File: src/rtl/mem_stage_if.sv
// mem_stage_if: execute->memory->writeback handshake, payload buses, SRAM/mul/div operands.
interface mem_stage_if #(
  parameter int ES_TO_MS_BUS_WD = 78,
  parameter int MS_TO_WS_BUS_WD = 70,
  parameter int MS_TO_DS_BUS_WD = 39
);
  logic                       ws_allowin;
  logic                       ms_allowin;
  logic                       es_to_ms_valid;
  logic [ES_TO_MS_BUS_WD-1:0] es_to_ms_bus;
  logic                       ms_to_ws_valid;
  logic [MS_TO_WS_BUS_WD-1:0] ms_to_ws_bus;
  logic [MS_TO_DS_BUS_WD-1:0] ms_to_ds_forward_bus;
  logic                       ms_to_ds_valid;
  logic [31:0]                data_sram_rdata;
  logic [63:0]                mul_result;
  logic [31:0]                div_quotient;
  logic [31:0]                div_remainder;
  modport slave (
    input  ws_allowin, es_to_ms_valid, es_to_ms_bus, data_sram_rdata, mul_result, div_quotient, div_remainder,
    output ms_allowin, ms_to_ws_valid, ms_to_ws_bus, ms_to_ds_forward_bus, ms_to_ds_valid
  );
  modport master (
    output ws_allowin, es_to_ms_valid, es_to_ms_bus, data_sram_rdata, mul_result, div_quotient, div_remainder,
    input  ms_allowin, ms_to_ws_valid, ms_to_ws_bus, ms_to_ds_forward_bus, ms_to_ds_valid
  );
endinterface

File: src/rtl/mem_stage.sv
// mem_stage: memory pipeline stage; load align/extend, result select, writeback and forward buses.
// Defining MS_STALL_CNT_EN adds the ms_stall_cnt back-pressure cycle counter output.
module mem_stage #(
  parameter int ES_TO_MS_BUS_WD = 78,
  parameter int MS_TO_WS_BUS_WD = 70,
  parameter int MS_TO_DS_BUS_WD = 39
) (
  input  logic        clk,
  input  logic        resetn,
  mem_stage_if.slave  bus
`ifdef MS_STALL_CNT_EN
  ,
  output logic [31:0] ms_stall_cnt
`endif
);
  logic                       ms_valid;
  logic                       first_cyc;
  logic                       rdata_hold_v;
  logic                       mul_hold_v;
  logic                       accept;
  logic                       leave;
  logic                       capture;
  logic [ES_TO_MS_BUS_WD-1:0] es_r;
  logic [31:0]                div_q_r;
  logic [31:0]                div_r_r;
  logic [31:0]                rdata_hold;
  logic [63:0]                mul_hold;
  logic                       sign_ext;
  logic [1:0]                 mem_size;
  logic [3:0]                 mul_div_op;
  logic                       load_op;
  logic                       gr_we;
  logic [4:0]                 dest;
  logic [31:0]                alu_result;
  logic [31:0]                pc;
  logic [31:0]                rdata_e;
  logic [63:0]                mul_e;
  logic [7:0]                 ld_b;
  logic [15:0]                ld_h;
  logic [31:0]                load_data;
  logic [31:0]                final_result;
  logic                       forward_enable;
  assign {sign_ext, mem_size, mul_div_op, load_op, gr_we, dest, alu_result, pc} = es_r;
  assign bus.ms_allowin     = !ms_valid | bus.ws_allowin;
  assign bus.ms_to_ws_valid = ms_valid;
  assign bus.ms_to_ds_valid = ms_valid;
  assign accept  = bus.ms_allowin & bus.es_to_ms_valid;
  assign leave   = ms_valid & bus.ws_allowin;
  // SRAM data and multiplier product are only valid in the first cycle, so freeze them if stalled then
  assign capture = first_cyc & !bus.ws_allowin;
  always_ff @(posedge clk) begin
    if (!resetn) begin
      ms_valid     <= 1'b0;
      first_cyc    <= 1'b0;
      rdata_hold_v <= 1'b0;
      mul_hold_v   <= 1'b0;
    end else begin
      if (bus.ms_allowin) ms_valid <= bus.es_to_ms_valid;
      first_cyc <= accept;
      if (leave) begin
        rdata_hold_v <= 1'b0;
        mul_hold_v   <= 1'b0;
      end else if (capture) begin
        rdata_hold_v <= 1'b1;
        mul_hold_v   <= 1'b1;
      end
    end
  end
  always_ff @(posedge clk) begin
    if (accept) begin
      es_r    <= bus.es_to_ms_bus;
      div_q_r <= bus.div_quotient;
      div_r_r <= bus.div_remainder;
    end
    if (capture) begin
      rdata_hold <= bus.data_sram_rdata;
      mul_hold   <= bus.mul_result;
    end
  end
`ifdef MS_STALL_CNT_EN
  always_ff @(posedge clk) begin
    if (!resetn) ms_stall_cnt <= 32'd0;
    else if (ms_valid & !bus.ws_allowin) ms_stall_cnt <= ms_stall_cnt + 32'd1;
  end
`endif
  assign rdata_e = rdata_hold_v ? rdata_hold : bus.data_sram_rdata;
  assign mul_e   = mul_hold_v ? mul_hold : bus.mul_result;
  assign ld_b    = rdata_e[{alu_result[1:0], 3'b000} +: 8];
  assign ld_h    = alu_result[1] ? rdata_e[31:16] : rdata_e[15:0];
  always_comb begin
    load_data = mem_size == 2'b01 ? {{24{sign_ext & ld_b[7]}}, ld_b} :
                mem_size == 2'b10 ? {{16{sign_ext & ld_h[15]}}, ld_h} :
                mem_size == 2'b00 ? rdata_e : 32'd0;
    final_result = load_op       ? load_data :
                   mul_div_op[0] ? mul_e[31:0] :
                   mul_div_op[1] ? mul_e[63:32] :
                   mul_div_op[2] ? div_q_r :
                   mul_div_op[3] ? div_r_r : alu_result;
  end
  assign forward_enable           = ms_valid & gr_we & (dest != 5'd0);
  assign bus.ms_to_ws_bus         = {gr_we, dest, final_result, pc};
  assign bus.ms_to_ds_forward_bus = {1'b0, forward_enable, dest, final_result};
endmodule

File: src/flat_wrapper.sv
// flat-port wrapper written by rule: the top's interface ports become plain ports
module mem_stage_flat 
#(
  parameter int ES_TO_MS_BUS_WD = 78,
  parameter int MS_TO_WS_BUS_WD = 70,
  parameter int MS_TO_DS_BUS_WD = 39
)
  (clk, resetn, bus_ws_allowin, bus_es_to_ms_valid, bus_es_to_ms_bus, bus_data_sram_rdata, bus_mul_result, bus_div_quotient, bus_div_remainder, bus_ms_allowin, bus_ms_to_ws_valid, bus_ms_to_ws_bus, bus_ms_to_ds_forward_bus, bus_ms_to_ds_valid);
  mem_stage_if #(.ES_TO_MS_BUS_WD(ES_TO_MS_BUS_WD), .MS_TO_WS_BUS_WD(MS_TO_WS_BUS_WD), .MS_TO_DS_BUS_WD(MS_TO_DS_BUS_WD)) bus_i ();
  input  logic clk;
  input  logic resetn;
  input wire logic [$bits(bus_i.ws_allowin)-1:0] bus_ws_allowin;
  input wire logic [$bits(bus_i.es_to_ms_valid)-1:0] bus_es_to_ms_valid;
  input wire logic [$bits(bus_i.es_to_ms_bus)-1:0] bus_es_to_ms_bus;
  input wire logic [$bits(bus_i.data_sram_rdata)-1:0] bus_data_sram_rdata;
  input wire logic [$bits(bus_i.mul_result)-1:0] bus_mul_result;
  input wire logic [$bits(bus_i.div_quotient)-1:0] bus_div_quotient;
  input wire logic [$bits(bus_i.div_remainder)-1:0] bus_div_remainder;
  output wire logic [$bits(bus_i.ms_allowin)-1:0] bus_ms_allowin;
  output wire logic [$bits(bus_i.ms_to_ws_valid)-1:0] bus_ms_to_ws_valid;
  output wire logic [$bits(bus_i.ms_to_ws_bus)-1:0] bus_ms_to_ws_bus;
  output wire logic [$bits(bus_i.ms_to_ds_forward_bus)-1:0] bus_ms_to_ds_forward_bus;
  output wire logic [$bits(bus_i.ms_to_ds_valid)-1:0] bus_ms_to_ds_valid;
  assign bus_i.ws_allowin = bus_ws_allowin;
  assign bus_i.es_to_ms_valid = bus_es_to_ms_valid;
  assign bus_i.es_to_ms_bus = bus_es_to_ms_bus;
  assign bus_i.data_sram_rdata = bus_data_sram_rdata;
  assign bus_i.mul_result = bus_mul_result;
  assign bus_i.div_quotient = bus_div_quotient;
  assign bus_i.div_remainder = bus_div_remainder;
  assign bus_ms_allowin = bus_i.ms_allowin;
  assign bus_ms_to_ws_valid = bus_i.ms_to_ws_valid;
  assign bus_ms_to_ws_bus = bus_i.ms_to_ws_bus;
  assign bus_ms_to_ds_forward_bus = bus_i.ms_to_ds_forward_bus;
  assign bus_ms_to_ds_valid = bus_i.ms_to_ds_valid;
  mem_stage #(.ES_TO_MS_BUS_WD(ES_TO_MS_BUS_WD), .MS_TO_WS_BUS_WD(MS_TO_WS_BUS_WD), .MS_TO_DS_BUS_WD(MS_TO_DS_BUS_WD)) u_core (.clk(clk), .resetn(resetn), .bus(bus_i));
endmodule
File: config.mk
export PLATFORM = sky130hd
export DESIGN_NAME = mem_stage_flat
export DESIGN_NICKNAME = d
export VERILOG_FILES = /design/src/rtl/mem_stage_if.sv /design/src/rtl/mem_stage.sv /design/src/flat_wrapper.sv
export SDC_FILE = /design/constraint.sdc
export NUM_CORES = 1
export LEC_CHECK = 0
export CORE_MARGIN = 3
export CORE_UTILIZATION = 48
export DETAILED_ROUTE_END_ITERATION = 6
export PLACE_DENSITY = 0.8
export SLEW_MARGIN = 30
export SYNTH_ARGS = -nofsm -noshare
export SYNTH_HDL_FRONTEND = slang
export SYNTH_SLANG_ARGS = --single-unit
File: constraint.sdc
create_clock -name clk -period 7.6 [get_ports clk]
set_input_delay 1.14 -clock clk [delete_from_list [all_inputs] [get_ports clk]]
set_output_delay 1.14 -clock clk [all_outputs]
set_load 0.05 [all_outputs]
==> results of run 1 <==
==> cell families (layout without fill, tap and decap cells) <==
family	Yosys count	count (layout)	synth area share [%]
and+or+nand+nor	111	111	5.09
AOI/OAI and AO/OA	176	176	10.2
other	1	2	0.0323
muxes	145	145	15.0
buffers and inverters	134	421	7.60
DFF	241	241	62.0
==> worst paths after layout <==
path	depth (start not counted)	from	end	slack, ps
max	6	u_core.mul_hold_v	bus_ms_to_ds_forward_bus[31]	2190
min	2	u_core.bus.ms_to_ds_valid	u_core.bus.ms_to_ds_valid	670
max reg2reg	3	u_core.bus.ms_to_ds_valid	u_core.es_r[17]	5020
min reg2reg	2	u_core.bus.ms_to_ds_valid	u_core.bus.ms_to_ds_valid	670
==> final cells by class <==
cell class / instances / area (um2) / share of cell area (%)
clock buffers: 29 / 683 / 4.34
multi-input cells: 433 / 3540 / 22.5
clock inverters: 21 / 249 / 1.58
flip-flops and latches: 241 / 7210 / 45.8
inverters: 3 / 11.3 / 0.0715
repair buffers: 368 / 3650 / 23.2
well taps: 319 / 399 / 2.53
diodes: 1 / 2.50 / 0.0159
==> power by group <==
part / internal (mW) / total [mW] / switching (mW)
combinational: 0.297 / 0.701 / 0.404
sequential: 1.53 / 1.56 / 0.0289
clock: 0.799 / 1.36 / 0.556
==> flip-flops by register name, summed over array words and instances (netlist names) <==
signal / count
u_core.div_q_r: 32
u_core.div_r_r: 32
u_core.mul_hold_v: 1
u_core.first_cyc: 1
u_core.mul_hold: 64
u_core.es_r: 78
u_core.rdata_hold: 32
u_core.bus.ms_to_ds_valid: 1
==> metrics by stage <==
stage | setup WS, ps | area, um2 | hold slack, ps | total power, mW
2_1_floorplan | 1590 | 11600 | 773 | 2.03
3_3_place_gp | 2450 | 14800 | 611 | 2.27
3_5_place_dp | 2420 | 14800 | 653 | 2.29
4_1_cts | 2170 | 15700 | 668 | 3.64
5_1_grt | 2040 | 15800 | 714 | 3.74
6_report | 2190 | 15800 | 668 | 3.62
==> worst register-to-register path, stage by stage (launching register included) <==
cell and delay [ps]:
dfxtp_1 350, nand2b_1 160, and2_4 810, buf_4 860
==> Yosys cell counts (all sizes together) (6+ instances only) <==
cell type and instances:
a31oi 20, and2 7, nand2 22, a221o 16
o21ai 57, a22oi 9, o211ai 15, buf 102
mux4 18, mux2i 75, nor2b 23, edfxtp 238
mux2 52, nor2 19, nand2b 29, nand3 6
a211o 21, clkbuf 29, a21oi 26
==> per-layer routing <==
layer / vias to the layer above / wire [um] / GRT usage (%)
met2: 402 / 16500 / 40.9
li1: 3593 / - / -
met3: 70 / 2870 / 6.59
met1: 3783 / 12500 / 30.7
met4: 4 / 1200 / 8.45
met5: - / 27 / 0
==> layout by cell type (no fill, tap or decap), types with 4 or more instances in the layout <==
cell type	synthesis	routed
clkdlybuf4s50_1	0	352
edfxtp_1	238	238
mux2i_1	75	75
mux2_2	52	52
o21ai_0	49	49
nand2b_1	29	29
clkbuf_16	0	27
a21oi_1	26	26
nand2_1	22	22
nor2b_1	22	21
a211o_1	21	21
a31oi_1	20	20
nor2_1	19	19
mux4_2	17	17
a221o_1	16	16
o211ai_1	15	15
buf_4	86	14
o21ai_1	8	8
a22oi_1	7	7
nand3_1	6	6
and2_1	6	5
clkinv_1	1	4
bufinv_16	0	4
clkinvlp_4	0	4
==> key figures, run 1 <==
Clocking
  – Resized cells post-CTS: 0
  – Reg clk slew, reported paths: 60 ps
  – Clock sinks: 241
  – CTS Buf Count: 27
  – CTS Root Cell: clkbuf_16
  – Setup Fix Bufs, Post-CTS: 0
  – Clk buf depth: 3
  – CTS tree: done
  – Cts hold-fix bufs: 0
  – Clk_lat worst skew: 540 ps
  – Htree depth: 1

Routing
  – Via/cell ratio: 5.55
  – Final ANT Viol Nets: 0
  – Drt total wl: 33.1 mm
  – Number of DRC markers in iteration 0: 692
  – Remaining DRCs: 0
  – Via count: 7852
  – 1st-pass router iterations: 6
  – Routed wire per std cell: 23.4 um

STA
  – Setup TNS: 0 ps
  – RSZ-0062 raised after global routing: no
  – Minimum clock period: 5410 ps
  – Fmax achieved: 185 MHz
  – Final Slew Violations: 0
  – Clock skew: 11.2 ps
  – Setup violators final: 0
  – Worst-Margin Slew: 966 ps
  – Tcrit/Tclk final: 71.2%
  – Number of hold violations in the final report: 0
  – Max_slew headroom: 35.6%

Synthesis
  – Yosys warnings: 0
  – Register area share after synthesis: 62.0%
  – Largest area contributor in the netlist: edfxtp_1
  – Syn_area_per_cell: 14.4 um2
  – Synth top area share: 61.5%
  – Post-synth EDFFs: 238
  – Synthesized area: 11600 um2
  – Gate Count Post-Synth: 808
  – Post-synthesis async set-or-reset flop share: 0%
  – Post-synthesis cell type count: 42
  – Top cells by area, synth: edfxtp_1 (62%), mux2i_1 (6.5%), buf_4 (5.6%)
  – Seq cells post-synth: 241
  – Mapped Nets: 1050
  – Ys flop type: edfxtp_1

Setup path
  – Buffers and inverters on the worst path: 2
  – Required @ worst endpoint: 6460 ps
  – Slowest-stage cell, CP: dfxtp_4
  – CP dominant cell by count: o21ai_0
  – Critical path class: reg2out
  – Crit path arrival time: 4270 ps
  – Critical Path, Cell by Cell: buf_4, mux4_2, and3_1, o21ai_0, o21ai_0, clkdlybuf4s50_1
  – Startpoint types: flop
  – Worst-path fanout max: 52
  – Top delay family on crit path: buffers and inverters
  – Largest stage delay, worst path: 800 ps
  – Setup crit end kind: output port

Global route
  – First-pass GRT wire length: 48.3 mm
  – Largest net degree at the start of global routing: 74
  – GRT overflow: 0
  – Initial antenna violation count: 3
  – Vias in the first global route: 7957
  – GRT Overall Usage: 24.4%

Floorplan
  – DIE AREA: 26100 um2
  – Die Span Y: 162 um
  – Ports: 354
  – Initial core utilization: 49.2%
  – Cell Rows: 56
  – Area of the core: 23600 um2
  – Die X: 162 um

Power and ir drop
  – Peak VDD IR: 0.000204 V
  – Pwr Density: 230 nW/um2
  – Pleak: 5.40 nW

Layout
  – Nets: 1316
  – Core Util, Final: 66.7%
  – Fillers: 1725
  – Area growth syn-to-layout: 35.6%
  – Finished Layout Cells: 1415
  – Fraction of layout instances using a drive strength above 1: 12.5%

Placed design
  – I/O Buffers: 352
  – GP Congestion: 0.896
  – Placed cells: 1362
  – HPWL Detailed: 24.0 mm

Status
  – Outcome: finished, final reports clean

Worst hold path
  – Hold Crit Class: reg2reg

Run
  – Max-cap violations: 0
Power figures use the tool's default switching activity.
==> run 2: changes to the inputs <==
--- a/config.mk
+++ b/config.mk
@@ -6,9 +6,9 @@
 export NUM_CORES = 1
 export LEC_CHECK = 0
 export CORE_MARGIN = 3
-export CORE_UTILIZATION = 48
+export CORE_UTILIZATION = 43
 export DETAILED_ROUTE_END_ITERATION = 6
-export PLACE_DENSITY = 0.8
+export PLACE_DENSITY = 0.75
 export SLEW_MARGIN = 30
 export SYNTH_ARGS = -nofsm -noshare
 export SYNTH_HDL_FRONTEND = slang
==> constraint.sdc (replaced) <==
create_clock -name clk -period 4.8 [get_ports clk]
set_input_delay 0.72 -clock clk [delete_from_list [all_inputs] [get_ports clk]]
set_output_delay 0.72 -clock clk [all_outputs]
set_load 0.05 [all_outputs]
==> run 2 against run 1 <==
Effect of this change:
- clock-buffer cell count is 5 higher
- critical path depth stayed put
- worst hold slack better by 27 ps
- register-to-register slack worse by 2300 ps
- first-iteration DRC count is 1.4% lower
- clock skew is 2.6 ps lower
- core utilization is 7.0 points lower
- sequential cell count stayed put
- worst setup slack worse by 1800 ps
- die area is 11% higher
- routed wire length is 1.5% higher
- global-route usage is 2.3 points lower
==> key figures, run 2 (same netlist as run 1, synthesis figures left out) <==
STA
  – Minimum clock period: 4400 ps
  – Setup TNS: 0 ps (unchanged)
  – RSZ-0062 raised after global routing: no (unchanged)
  – Setup violators final: 0 (unchanged)
  – Worst-Margin Slew: 751 ps (was 966 ps)
  – Final Slew Violations: 0 (unchanged)
  – Max_slew headroom: 49.6% (was 35.6%)
  – Tcrit/Tclk final: 91.6%
  – Fmax achieved: 227 MHz
  – Fin Hold WS: 694 ps (was 668 ps)
  – Clock skew: 8.65 ps (was 11.2 ps)
  – Number of hold violations in the final report: 0 (unchanged)

Setup path
  – Worst-path fanout max: 61 (was 52)
  – R2R Path End: u_core.div_q_r[13] (was u_core.es_r[17])
  – Critical path class: reg2out (unchanged)
  – Worst reg-to-reg setup slack: 2730 ps (was 5020 ps)
  – Critical Path, Cell by Cell: buf_12, mux2_2, a221o_1, a31oi_1, o21ai_0, clkdlybuf4s50_1 (was buf_4, mux4_2, and3_1, o21ai_0, o21ai_0, clkdlybuf4s50_1)
  – Reg2reg path depth: 3 (unchanged)
  – Startpoint types: flop (unchanged)
  – Worst R2R Start: u_core.bus.ms_to_ds_valid (unchanged)
  – Setup crit end kind: output port (unchanged)
  – Slowest-stage cell, CP: clkdlybuf4s50_1 (was dfxtp_4)
  – Critical Path Source: u_core.mul_hold_v (unchanged)
  – Crit path to: bus_ms_to_ws_bus[63] (was bus_ms_to_ds_forward_bus[31])
  – Crit path arrival time: 3680 ps (was 4270 ps)
  – Required @ worst endpoint: 4080 ps (was 6460 ps)
  – Largest stage delay, worst path: 780 ps (was 800 ps)

Routing
  – Via count: 7968 (was 7852)
  – Via/cell ratio: 5.56 (was 5.55)
  – 1st-pass router iterations: 5 (was 6)
  – Routed wire per std cell: 23.4 um (about the same)
  – Remaining DRCs: 0 (unchanged)
  – Drt total wl: 33.6 mm (was 33.1 mm)
  – Number of DRC markers in iteration 0: 682 (was 692)
  – Final ANT Viol Nets: 0 (unchanged)

Layout
  – Fillers: 2087 (was 1725)
  – Max reg flops: 78 (unchanged)
  – Register with the most flip-flops: u_core.es_r (unchanged)
  – Commonest cells after routing, fill and taps aside: clkdlybuf4s50_1 (350), edfxtp_1 (238), mux2i_1 (75) (was clkdlybuf4s50_1 (352), edfxtp_1 (238), mux2i_1 (75))
  – Nets: 1322 (was 1316)
  – Fraction of layout instances using a drive strength above 1: 12.3% (was 12.5%)
  – Biggest regs: u_core.es_r x78, u_core.mul_hold x64 (unchanged)
  – Area growth syn-to-layout: 35.0% (was 35.6%)
  – Most common cell after layout, fill and taps aside: clkdlybuf4s50_1 (unchanged)
  – Core Util, Final: 59.7% (was 66.7%)
  – Finished Layout Cells: 1433 (was 1415)
  – Seq. cell area: 7210 um2 (unchanged)
  – Multi-input gate area: 3540 um2 (about the same)

Placed design
  – Placed cells: 1386 (was 1362)
  – I/O Buffers: 352 (unchanged)
  – HPWL Detailed: 25.0 mm (was 24.0 mm)
  – GP Congestion: 0.897 (was 0.896)

Clocking
  – CTS tree: done (unchanged)
  – CTS Root Cell: clkbuf_16 (unchanged)
  – CTS Buf Count: 27 (unchanged)
  – Resized cells post-CTS: 0 (unchanged)
  – Clock sinks: 241 (unchanged)
  – Htree depth: 1 (unchanged)
  – Clk buf depth: 3 (unchanged)
  – Clk_lat worst skew: 540 ps (about the same)
  – Reg clk slew, reported paths: 60 ps (about the same)
  – Setup Fix Bufs, Post-CTS: 0 (unchanged)
  – Cts hold-fix bufs: 0 (unchanged)

Global route
  – Gr busiest metal: met2 (unchanged)
  – Met2 GRT Util: 37.6% (was 40.9%)
  – GRT Overall Usage: 22.1% (was 24.4%)
  – Vias in the first global route: 8032 (was 7957)
  – GR Util met1: 28.5% (was 30.7%)
  – M3 GR Usage: 4.99% (was 6.59%)
  – First-pass GRT wire length: 48.6 mm (was 48.3 mm)
  – Largest net degree at the start of global routing: 64 (was 74)
  – GRT overflow: 0 (unchanged)
  – Initial antenna violation count: 4 (was 3)

Floorplan
  – Cell Rows: 59 (was 56)
  – Ports: 354 (unchanged)
  – Die Span Y: 170 um (was 162 um)
  – Area of the core: 26300 um2 (was 23600 um2)
  – Initial core utilization: 44.2% (was 49.2%)
  – Die X: 170 um (was 162 um)
  – DIE AREA: 29000 um2 (was 26100 um2)

Power and ir drop
  – Pwr Total: 5.44 mW (was 3.62 mW)
  – Pleak: 5.36 nW (was 5.40 nW)
  – Peak VDD IR: 0.000319 V (was 0.000204 V)
  – Pwr Density: 347 nW/um2 (was 230 nW/um2)

Run
  – Max-cap violations: 0 (unchanged)

Worst hold path
  – Hold Crit Class: reg2reg (unchanged)

Status
  – Outcome: finished, final reports clean (unchanged)
[run 2: cell count changes in the layout (fill, tap and decap cells not counted), moves of 2 or more]
cell,before,now
bufinv_16,4,0
clkbuf_1,2,7
buf_12,0,3
clkinvlp_4,4,1
clkinv_4,3,1
clkdlybuf4s50_1,352,350
buf_4,14,20
clkinv_1,4,6
inv_6,3,0
[run 2: worst min-delay path by stage]
stage	start	endpoint	slack [ps]	cells after the start
after floorplan	u_core.bus.ms_to_ds_valid	u_core.mul_hold_v	770	3
after global placement	u_core.first_cyc	u_core.rdata_hold[9]	690	1
after detailed placement	u_core.first_cyc	u_core.mul_hold[1]	690	1
after CTS	u_core.first_cyc	u_core.mul_hold[16]	700	1
after global routing	bus_div_remainder[15]	u_core.div_r_r[15]	710	1
final	u_core.bus.ms_to_ds_valid	u_core.mul_hold_v	690	3
[run 2: final cells by class]
| class | instances | area share, % |
|---|---|---|
| Clock buffer | 34 | 4.48 |
| Timing Repair Buffer | 374 | 23.7 |
| Antenna cell | 2 | 0.0319 |
| Sequential cell | 241 | 46.0 |
| Clock inverter | 11 | 0.447 |
| Tap cell | 335 | 2.67 |
| Multi-Input combinational cell | 433 | 22.6 |
| Inverter | 3 | 0.0718 |
[run 2: critical path: cells and delay by family (launching register included)]
kind / cells / cell delay [ps]
buffers and inverters: 2 / 1190
muxes: 1 / 380
AOI/OAI and AO/OA: 3 / 840
DFF: 1 / 700
[run 2: power breakdown]
| group | internal [mW] | switching, mW | total [mW] |
|---|---|---|---|
| clock network | 1.03 | 0.817 | 1.85 |
| logic | 0.476 | 0.638 | 1.11 |
| registers | 2.43 | 0.0478 | 2.48 |
[run 2: through the flow]
| step | worst slack, ps | area (um2) |
|---|---|---|
| finish | 404 | 15700 |
| global placement | 652 | 14900 |
| CTS | 335 | 15700 |
| detailed placement | 669 | 14900 |
| floorplan | 1130 | 11600 |
| global route | 160 | 15700 |
[run 2: routing by layer]
metal | wire length [um] | up-vias
li1 | - | 3595
met1 | 13000 | 3953
met2 | 16800 | 362
met3 | 2680 | 54
met4 | 1010 | 4
met5 | 27 | -
